===== config.mk =====
export PLATFORM = sky130hd
export DESIGN_NAME = alu_exec_stage
export DESIGN_NICKNAME = d
export VERILOG_FILES = /design/src/rtl/alu_exec_stage.sv
export SDC_FILE = /design/constraint.sdc
export NUM_CORES = 1
export LEC_CHECK = 0
export CORE_ASPECT_RATIO = 0.8
export CORE_UTILIZATION = 54
export CTS_CLUSTER_SIZE = 24
export DETAILED_ROUTE_END_ITERATION = 12
export PLACE_DENSITY = 0.77
export SLEW_MARGIN = 15
export SYNTH_ARGS = -nofsm -noshare
export SYNTH_HDL_FRONTEND = slang
export SYNTH_SLANG_ARGS = --single-unit
export TNS_END_PERCENT = 10

===== constraint.sdc =====
create_clock -name clk -period 4.5 [get_ports clk]
set_clock_uncertainty 0.05 [all_clocks]
set_input_delay 0.9 -clock clk [delete_from_list [all_inputs] [get_ports clk]]
set_output_delay 0.9 -clock clk [all_outputs]
set_load 0.03 [all_outputs]

===== src/rtl/alu_exec_stage.sv =====
// rtl/alu_exec_stage.sv - registered execute stage with valid/ready handshake
// Single-cycle logic/arith/compare ops; shifts iterate one bit per cycle.
module alu_exec_stage #(
  parameter int WIDTH = 32,
  parameter int SHW   = 5
) (
  input  logic             clk,
  input  logic             rst,
  input  logic             in_valid,
  output logic             in_ready,
  input  logic [2:0]       op,
  input  logic [WIDTH-1:0] in1,
  input  logic [WIDTH-1:0] in2,
  output logic             out_valid,
  input  logic             out_ready,
  output logic [WIDTH-1:0] result,
  output logic             zero
);

  typedef enum logic {S_IDLE, S_SHIFT} state_e;

  state_e           state_q, state_d;
  logic [WIDTH-1:0] shreg_q, shreg_d;
  logic [SHW-1:0]   cnt_q, cnt_d;
  logic             shl_q, shl_d;
  logic             fill_q, fill_d;
  logic [WIDTH-1:0] result_q, result_d;
  logic             zero_q, zero_d;
  logic             valid_q, valid_d;

  logic             accept;
  logic             slt;
  logic             start_shift;
  logic [SHW-1:0]   shamt;
  logic [WIDTH-1:0] alu_res;
  logic [WIDTH-1:0] shift_step;

  assign in_ready    = !rst && (state_q == S_IDLE) && (!valid_q || out_ready);
  assign accept      = in_valid && in_ready;
  assign shamt       = in2[SHW-1:0];
  assign slt         = $signed(in1) < $signed(in2);
  assign start_shift = op[2] && (op[1] || op[0]) && (shamt != '0);

  // fill_q holds the original sign bit for SRA and 0 for SRL
  assign shift_step = shl_q ? {shreg_q[WIDTH-2:0], 1'b0}
                            : {fill_q, shreg_q[WIDTH-1:1]};

  // Zero-amount shifts fall through to the default and pass in1 unchanged
  always_comb begin
    alu_res = in1;
    case (op)
      3'b000:  alu_res = in1 & in2;
      3'b001:  alu_res = in1 | in2;
      3'b010:  alu_res = in1 + in2;
      3'b011:  alu_res = in1 - in2;
      3'b100:  alu_res = {{(WIDTH-1){1'b0}}, slt};
      default: alu_res = in1;
    endcase
  end

  always_comb begin
    state_d  = state_q;
    shreg_d  = shreg_q;
    cnt_d    = cnt_q;
    shl_d    = shl_q;
    fill_d   = fill_q;
    result_d = result_q;
    zero_d   = zero_q;
    valid_d  = valid_q;

    if (valid_q && out_ready) begin
      valid_d = 1'b0;
    end

    case (state_q)
      S_IDLE: begin
        if (accept) begin
          if (start_shift) begin
            shreg_d = in1;
            cnt_d   = shamt;
            shl_d   = (op == 3'b101);
            fill_d  = (op == 3'b111) && in1[WIDTH-1];
            state_d = S_SHIFT;
          end else begin
            result_d = alu_res;
            zero_d   = (alu_res == '0);
            valid_d  = 1'b1;
          end
        end
      end
      S_SHIFT: begin
        shreg_d = shift_step;
        cnt_d   = cnt_q - 1'b1;
        if (cnt_q == SHW'(1)) begin
          result_d = shift_step;
          zero_d   = (shift_step == '0);
          valid_d  = 1'b1;
          state_d  = S_IDLE;
        end
      end
      default: state_d = S_IDLE;
    endcase
  end

  always_ff @(posedge clk) begin
    if (rst) begin
      state_q  <= S_IDLE;
      shreg_q  <= '0;
      cnt_q    <= '0;
      shl_q    <= 1'b0;
      fill_q   <= 1'b0;
      result_q <= '0;
      zero_q   <= 1'b1;
      valid_q  <= 1'b0;
    end else begin
      state_q  <= state_d;
      shreg_q  <= shreg_d;
      cnt_q    <= cnt_d;
      shl_q    <= shl_d;
      fill_q   <= fill_d;
      result_q <= result_d;
      zero_q   <= zero_d;
      valid_q  <= valid_d;
    end
  end

  assign out_valid = valid_q;
  assign result    = result_q;
  assign zero      = zero_q;

endmodule


==> results by stage, run 1 <==
Run status:
- The flow ran to the end, and the final reports show no timing, DRC or antenna violations.

Floorplanning:
- The die boundary width is 149.0 microns.
- The die covers 17820 sq um.
- The core outline area is 16710 sq um.
- The number of placement rows is 42.
- In this run the vertical extent of the chip is 119.6 microns.
- The count of boundary I/O pins is 106.
- The initial core utilization is 0.5586.

Logic synthesis:
- The dominant synthesized flop cell is sky130_fd_sc_hd__dfxtp_1.
- Yosys mapped the design onto 81 distinct sky130hd cell types.
- Summed over all instances, the cell type with the most area after synthesis is sky130_fd_sc_hd__dfxtp_1.
- The sequential cell area fraction in the yosys report is 0.1587.
- The count of synthesis-stage warnings from yosys is 0.
- The share of synthesized area in the top cell type comes to 0.1587.
- The gate count after technology mapping is 1329.
- After synthesis the netlist holds a flip-flop and latch count of 74.
- The number of nets in the synthesized netlist is 1507.
- Dividing the synthesized area by the synthesized cell count gives 7.023 sq um.
- The share of synthesized flip-flops with an asynchronous set or reset is 0.
- Sorting the synthesized cells by area gives the leading types as sky130_fd_sc_hd__dfxtp_1, sky130_fd_sc_hd__ha_1, sky130_fd_sc_hd__a21oi_1.
- The synthesized area is 9334 sq um.
- Sorting the synthesized cells by how often they occur yields sky130_fd_sc_hd__a21oi_1, sky130_fd_sc_hd__nor2_1, sky130_fd_sc_hd__nand2_1.
- The most frequent cell after synthesis is sky130_fd_sc_hd__a21oi_1.
- The synthesized design contains 0 enable-type register cells.

Setup path:
- The capturing element type of the critical path is a flop.
- The data arrival time of the worst path is 4.54 ns.
- The largest fanout of any net on the critical path is 4.
- The most prevalent standard cell on the critical path is sky130_fd_sc_hd__buf_4.
- The largest individual stage delay along the critical path comes from the cell sky130_fd_sc_hd__clkdlybuf4s50_1.
- The critical path ends at zero.
- For the worst setup path, the data required time is 4.73 ns.
- The sort of element at the start of the critical path is an input port.
- The startpoint of the worst setup timing path is in2[1].
- The critical path goes through clkdlybuf4s50_1, inv_1, buf_4, ha_1, a21o_1, and3_1, o21ai_1, a211oi_1, buf_4, a21bo_2, a21oi_1, o32ai_1, buf_4, a21oi_1, nand4_1, nor3_1, nand4_1, o21ai_1.
- Counting cells, the worst reg-to-reg path comes to 14.
- The worst reg2reg path startpoint is cnt_q[1].
- The worst register-to-register path ends at zero.
- In this design, the stage delay of the slowest critical-path cell is 0.52 ns.
- The register-to-register setup slack is 1.55 ns.
- The critical setup path kind is in -> reg.

CTS:
- The deepest clock path buffer count is 2.
- After clock tree synthesis, the clock-pin slew on the worst setup and hold paths is 0.07 ns.
- The clock reaches the later pin of the worst-skew pair after 0.34 ns.
- The number of levels in the clock H-tree is 3.
- Counting the buffers created by CTS gives 9.
- The clock root buffer master is sky130_fd_sc_hd__clkbuf_16.
- The CTS tree is yes.
- CTS saw 74 sinks.

Layout:
- The finished layout cell area is 12400 sq um.
- The area growth from synthesis to layout is 32.82%.
- The count of nets after finishing is 1748.
- The repair_antennas step left the layout with diodes totalling 0.
- The share of layout cells above drive strength 1 is 0.1930.

Global routing:
- The total routing resource utilization after global routing is 0.4274.
- The via count of the first global-routing pass came to 11046.
- The global-route wire length before repair is 59.01 mm.
- The sum of overflow across all layers after global routing is 0.
- The number of antenna violations at the first check in global routing is 0.
- The pin count of the biggest net entering global routing is 75.

Timing:
- The number of hold-slack violations in the final timing report is 0.
- The final worst setup slack is 0.1919 ns.
- At the pin with the least slew margin, the transition time is 0.9091 ns.
- Subtracting the final worst setup slack from the clock period gives 4.308 ns.
- The achievable clock frequency is 232.1 MHz.
- The fraction of the cycle the final worst path needs is 0.9573.
- In this run the tightest slew margin relative to its limit is 0.3931.
- The total of endpoints with negative setup slack in the final report is 0.
- The number of pins exceeding their max-slew limit in the final report was 0.

Hold path:
- Along the worst hold path, the cell count comes to 2.
- The min-delay analysis places its worst path in the category reg -> reg.

Detailed routing:
- In the routed design, unresolved DRC markers number 0.
- For this block, the via count after detailed routing is 11654.
- The wire length reported by the detailed router is 38.83 mm.
- The detailed router finished its first iteration with 1365 violations.
- The number of vias per cell is 6.492.
- The number of antenna-violating nets in the routed design is 0.
- The first detailed-routing pass ran for 6 iterations.
- In the final routed layout, each cell accounts on average for 21.63 microns.

Place:
- The estimated wirelength of the detail-placed design is 29.63 mm.
- The worst-case setup slack after placement is -0.3758 ns.
- At the end of routability-driven placement, the weighted congestion stood at 1.047.
- The placed instance area is 11930 sq um.
- The count of buffers from port buffering is 105.

Pwr:
- The peak ir drop on the vdd network is 0.1784 mV.
- The areal power density over the cells is 229.2 nW/um^2.
- The total leakage power is 5.313 nW.

Run:
- The tool flagged a number of max-cap violations equal to 0.
metal layers:
metal / global-route usage / vias to the layer above / part of all wire / wire length [microns]
met5: 0 / - / 0 / 0
met4: 0.2404 / 0 / 0.063 / 2436
met3: 0.07376 / 175 / 0.11 / 4324
met2: 0.6715 / 785 / 0.43 / 16800
met1: 0.5508 / 5376 / 0.39 / 15270
li1: - / 5318 / - / -
worst max-delay path: cells and delay by family:
family / cells / cell delay (ns)
AO/OA/AOI/OAI: 8 / 1.42
buffers and inverters: 5 / 1.16
AND/OR/NAND/NOR: 4 / 0.76
adder cells (fa/ha/maj): 1 / 0.30
power breakdown:
group	leakage [nW]	switching, mW	internal [mW]
logic	4.56	0.783	0.599
clock network	0.146	0.304	0.434
registers	0.603	0.0318	0.691
total	5.31	1.12	1.72
area by class of cell:
cell class | instances | area, sq um
multi-input cells | 1064 | 7242
fillers | 1375 | 4314
repair buffers | 324 | 2730
flip-flops and latches | 74 | 1483
inverters | 97 | 364.1
well taps | 220 | 275.3
clock buffers | 9 | 225.2
clock inverters | 7 | 77.57
what timing repair did:
item                                    4_1_cts  5_1_grt
endpoints found under the setup margin        1        6
resized for setup                             1       26
pin swaps                                     0        6
setup buffers                                 0        4
hold buffers                                  0        0
how the worst min path moves through the flow:
stage                    start    endpoint
floorplan               fill_q      fill_q
global placement    result[22]  result[22]
detailed placement  result[15]  result[15]
CTS                 result[15]  result[15]
global route        result[22]  result[22]
finish              result[22]  result[22]
logic make-up after synthesis:
logic type,Yosys count,share of synthesized area
AO/OA/AOI/OAI,479,0.3414
XOR/XNOR,25,0.02346
adder cells (fa/ha/maj),107,0.1450
buffers and inverters,191,0.07962
flip-flops,74,0.1587
multiplexers,36,0.04169
AND/OR/NAND/NOR,417,0.2101
state kept, by name (all words and copies together) (netlist names):
| signal | flops |
|---|---|
| result | 32 |
| zero | 1 |
| out_valid | 1 |
| shreg_q | 32 |
| shl_q | 1 |
| state_q | 1 |
| cnt_q | 5 |
| fill_q | 1 |
through the flow:
step                  util  hold WS [ns]    TNS, ns  total power [mW]  cells
CTS                 0.7322        0.4042          0             2.777   1791
global placement    0.7140        0.3894     -1.019             2.031   1775
global route        0.7418        0.4114  -0.001281             2.963   1795
detailed placement  0.7140        0.3958     -1.580             2.045   1775
finish              0.7418        0.4021          0             2.842   1795
floorplan                -        0.3966          0             1.450   1329
cells in the final DEF (no fill, tap or decap), types with 10 or more instances in the layout:
cell                              instances
sky130_fd_sc_hd__dfxtp_1                 73
sky130_fd_sc_hd__a21o_1                  30
sky130_fd_sc_hd__a22oi_1                 13
sky130_fd_sc_hd__nor2b_1                 26
sky130_fd_sc_hd__inv_1                   94
sky130_fd_sc_hd__a21oi_1                145
sky130_fd_sc_hd__xnor2_1                 24
sky130_fd_sc_hd__mux2_2                  23
sky130_fd_sc_hd__ha_1                   104
sky130_fd_sc_hd__o211ai_1                25
sky130_fd_sc_hd__nand4_1                 15
sky130_fd_sc_hd__clkdlybuf4s50_1        100
sky130_fd_sc_hd__nand2_1                125
sky130_fd_sc_hd__nor3_1                  25
sky130_fd_sc_hd__o31ai_1                 12
sky130_fd_sc_hd__nor2_1                 126
sky130_fd_sc_hd__mux2i_1                 13
sky130_fd_sc_hd__nand3_1                 18
sky130_fd_sc_hd__a31oi_1                 25
sky130_fd_sc_hd__o221ai_1                10
sky130_fd_sc_hd__a211oi_1                14
sky130_fd_sc_hd__o22ai_1                 10
sky130_fd_sc_hd__a221oi_1                15
sky130_fd_sc_hd__nor4_1                  24
sky130_fd_sc_hd__buf_4                  216
sky130_fd_sc_hd__o21ai_0                 66
sky130_fd_sc_hd__o21ai_1                 10
No activity file was read; power rests on OpenSTA's default activity.
==> inputs of run 2 (changes only) <==
CORE_UTILIZATION = 40   (was 54)
PLACE_DENSITY = not set   (was 0.77)
==> results by stage, run 2 (synthesized netlist as in run 1, its figures left out) <==
Detailed routing:
- The count of TritonRoute iterations in the first routing pass was 7 (+1).
- The overall via count from detail_route is 11218 (-3.7%).
- The top metal layer carrying routed signals is met5.
- The number of antenna-violating nets in the routed design came to 0 (unchanged).
- The DRC violation count after routing came to 0 (unchanged).
- The DRC marker count from the first detailed-route iteration is 1117 (-18%).
- The wire length reported by the detailed router is 40.55 mm (+4.4%).
- The amount of wire on met3 after detailed routing was 3.038 mm (-30%).
- The length of routed met2 wiring was 17.61 mm (+4.9%).
- The number of vias per cell came to 5.904 (-9.1%).
- The wire length on met1 is 17.86 mm (+17%).
- The average wire length per cell after detail routing is 21.34 microns (-1.3%).

Floorplanning:
- The die boundary width is 172.8 microns (+16%).
- The die outline area is 23950 sq um (+34%).
- The number of placement rows came to 49 (+17%).
- The core outline area came to 22680 sq um (+36%).
- The initial core utilization was 0.4115 (-0.1471).
- The floorplan die height is 138.6 microns (+16%).
- The count of boundary I/O pins is 106 (unchanged).

Place:
- The placed instance area is 12170 sq um (+2.0%).
- The estimated wirelength of the detail-placed design is 32.08 mm (+8.2%).
- The worst-case setup slack after placement is -0.5139 ns (-0.1381 ns).
- The count of buffers from port buffering was 105 (unchanged).
- The weighted congestion reported at the end of routability-driven placement is 1.022 (-2.4%).

Setup path:
- The kind of cell adding the most delay to the critical path is compound AO/OA/AOI/OAI gates.
- The worst setup path is launched from an input port.
- In this design, the critical path's most frequently occurring cell is sky130_fd_sc_hd__a21o_1.
- The largest fanout of any net on the critical path came to 4 (unchanged).
- The maximum cell stage delay along the critical path is 0.53 ns (about the same).
- Among all stages on the critical path, the largest delay is contributed by sky130_fd_sc_hd__clkdlybuf4s50_1.
- The worst path buffer plus inverter count was 3 (-2).
- The critical path goes through clkdlybuf4s50_1, inv_2, buf_4, fa_2, nor2b_2, o21ai_2, a2111o_1, nand3_1, a21o_1, a21o_1, mux2i_1, a32oi_2, or3_4, a2111oi_4, nand4_1, o21ai_1.
- The data arrival time of the worst path is 4.53 ns (about the same).
- By startpoint and endpoint, the worst setup path is classified as in -> reg.
- The required time at the endpoint of the critical path is 4.72 ns (about the same).
- The worst setup path is captured at a flop.

Run:
- The count of max-cap constraint violations came to 0 (unchanged).

Timing:
- The final critical delay including setup and external delays is 4.313 ns (+0.005159 ns).
- The fraction of the cycle the final worst path needs is 0.9585 (+0.001146).
- The normalized max-slew margin is 0.4656 (+0.07253).
- The total of endpoints with negative setup slack in the final report is 0 (unchanged).
- The achievable clock frequency is 231.8 MHz (-0.12%).
- The slew at the pin closest to its max-slew limit came to 0.8016 ns (-0.1076 ns).
- The post-route setup TNS came to 0 ns (unchanged).
- The final worst setup slack is 0.1868 ns (-0.005159 ns).
- The number of pins exceeding their max-slew limit in the final report was 0 (unchanged).
- The number of hold-slack violations in the final timing report was 0 (unchanged).

CTS:
- The source-to-sink clock delay at the later pin of the worst-skew pair came to 0.34 ns (about the same).
- The CTS clock-pin slew for the worst setup and hold paths is 0.06 ns (about the same).
- The deepest clock path buffer count is 2 (unchanged).
- CTS placed an instance of sky130_fd_sc_hd__clkbuf_16 at the clock tree root.
- TritonCTS built the clock tree.
- The TritonCTS sink count is 74 (unchanged).
- The number of levels in the clock H-tree is 3 (unchanged).
- The total clock buffers created by CTS is 9 (unchanged).
- The hold buffer count at cts was 0 (unchanged).

Global routing:
- The sum of overflow across all layers after global routing is 0 (unchanged).
- The total routing resource utilization after global routing is 0.3316 (-0.09579).
- The via count of the first global-routing pass was 10680 (-3.3%).
- The pin count of the biggest net entering global routing was 75 (unchanged).
- The number of antenna violations at the first check in global routing is 0 (unchanged).
- The global-route wire length before repair was 62.16 mm (+5.3%).

Pwr:
- The total leakage power was 5.390 nW (+1.4%).
- The total power is 2.835 mW (-0.23%).
- The peak ir drop on the vdd network is 0.2194 mV (+23%).
- The areal power density over the cells is 225.4 nW/um^2 (-1.7%).

Layout:
- Compared with the post-synthesis result, the final layout area differs by 34.76%.
- The library cells used most frequently in the layout, excluding fill and tap cells, are sky130_fd_sc_hd__buf_4, sky130_fd_sc_hd__a21oi_1, sky130_fd_sc_hd__nor2_1, sky130_fd_sc_hd__nand2_1, sky130_fd_sc_hd__ha_1.
- The count of antenna diodes in the layout is 0 (unchanged).
- The final cell utilization of the core is 0.5545 (-0.1873).
- The share of layout cells above drive strength 1 is 0.2001 (+0.007110).
- The count of nets after finishing is 1768 (+1.1%).
- The most common cell after layout, fill and taps aside is sky130_fd_sc_hd__buf_4.
- The finished layout cell area is 12580 sq um (+1.5%).

Hold path:
- The type of the worst min-delay path is reg -> reg.

Run status:
- The run finished with clean final reports.
[run 2: cell types whose count changed in the layout (fill, tap and decap cells not counted), sizes merged]
cell          before  now
clkinvlp           1    2
buf              221  241
dlygate4sd2        0    1
clkinv             6    5
dlymetal6s2s       3    2
inv               96   94
clkbuf             9   10
[run 2: worst paths after layout]
kind              startpoint         to  slack [ns]  cells past startpoint
hold reg to reg    result[8]  result[8]        0.40                      2
hold / removal     result[8]  result[8]        0.40                      2
setup reg to reg    cnt_q[1]       zero        1.56                     14
setup / recovery      in2[1]       zero        0.19                     16
[run 2: metrics by stage]
step           hold slack, ns  instances
3_3_place_gp           0.3895       1881
5_1_grt                0.4237       1900
4_1_cts                0.4004       1897
6_report               0.3986       1900
2_1_floorplan          0.3966       1329
3_5_place_dp           0.3923       1881
[run 2: metal layers]
metal,global-route usage,vias to the layer above
met5,0.01984,-
met4,0.1490,2
met3,0.04742,101
met2,0.5176,512
met1,0.4504,5240
li1,-,5363
[run 2: worst min-delay path, stage by stage (launching register included)]
cell and delay, ns:
sky130_fd_sc_hd__dfxtp_1 0.30, sky130_fd_sc_hd__nand2_1 0.05, sky130_fd_sc_hd__a21oi_1 0.05
[run 2: repair_timing]
item | CTS | global route
endpoints found under the setup margin | 2 | 7
buffers inserted | 1 | 3
pin swaps | 3 | 5
resized for setup | 5 | 14
[run 2: area by class of cell]
| cell class | count | area (sq um) |
|---|---|---|
| sequential | 74 | 1483 |
| timing repair buffer | 344 | 2851 |
| multi-input combinational | 1064 | 7203 |
| tap | 306 | 382.9 |
| inverter | 97 | 364.1 |
| clock buffer | 10 | 239.0 |
| clock inverter | 5 | 55.05 |
| fill | 2298 | 10110 |
[run 2: power by group]
| group | internal (mW) | switching [mW] | total (mW) |
|---|---|---|---|
| clock network | 0.439 | 0.275 | 0.714 |
| logic | 0.611 | 0.787 | 1.40 |
| registers | 0.691 | 0.0330 | 0.724 |
| total | 1.74 | 1.09 | 2.84 |
==> inputs of run 3 (changes only) <==
CTS_CLUSTER_SIZE = not set   (was 24)
==> results of run 3 <==
No change in the layout: final DEF, timing and power equal those of run 2.
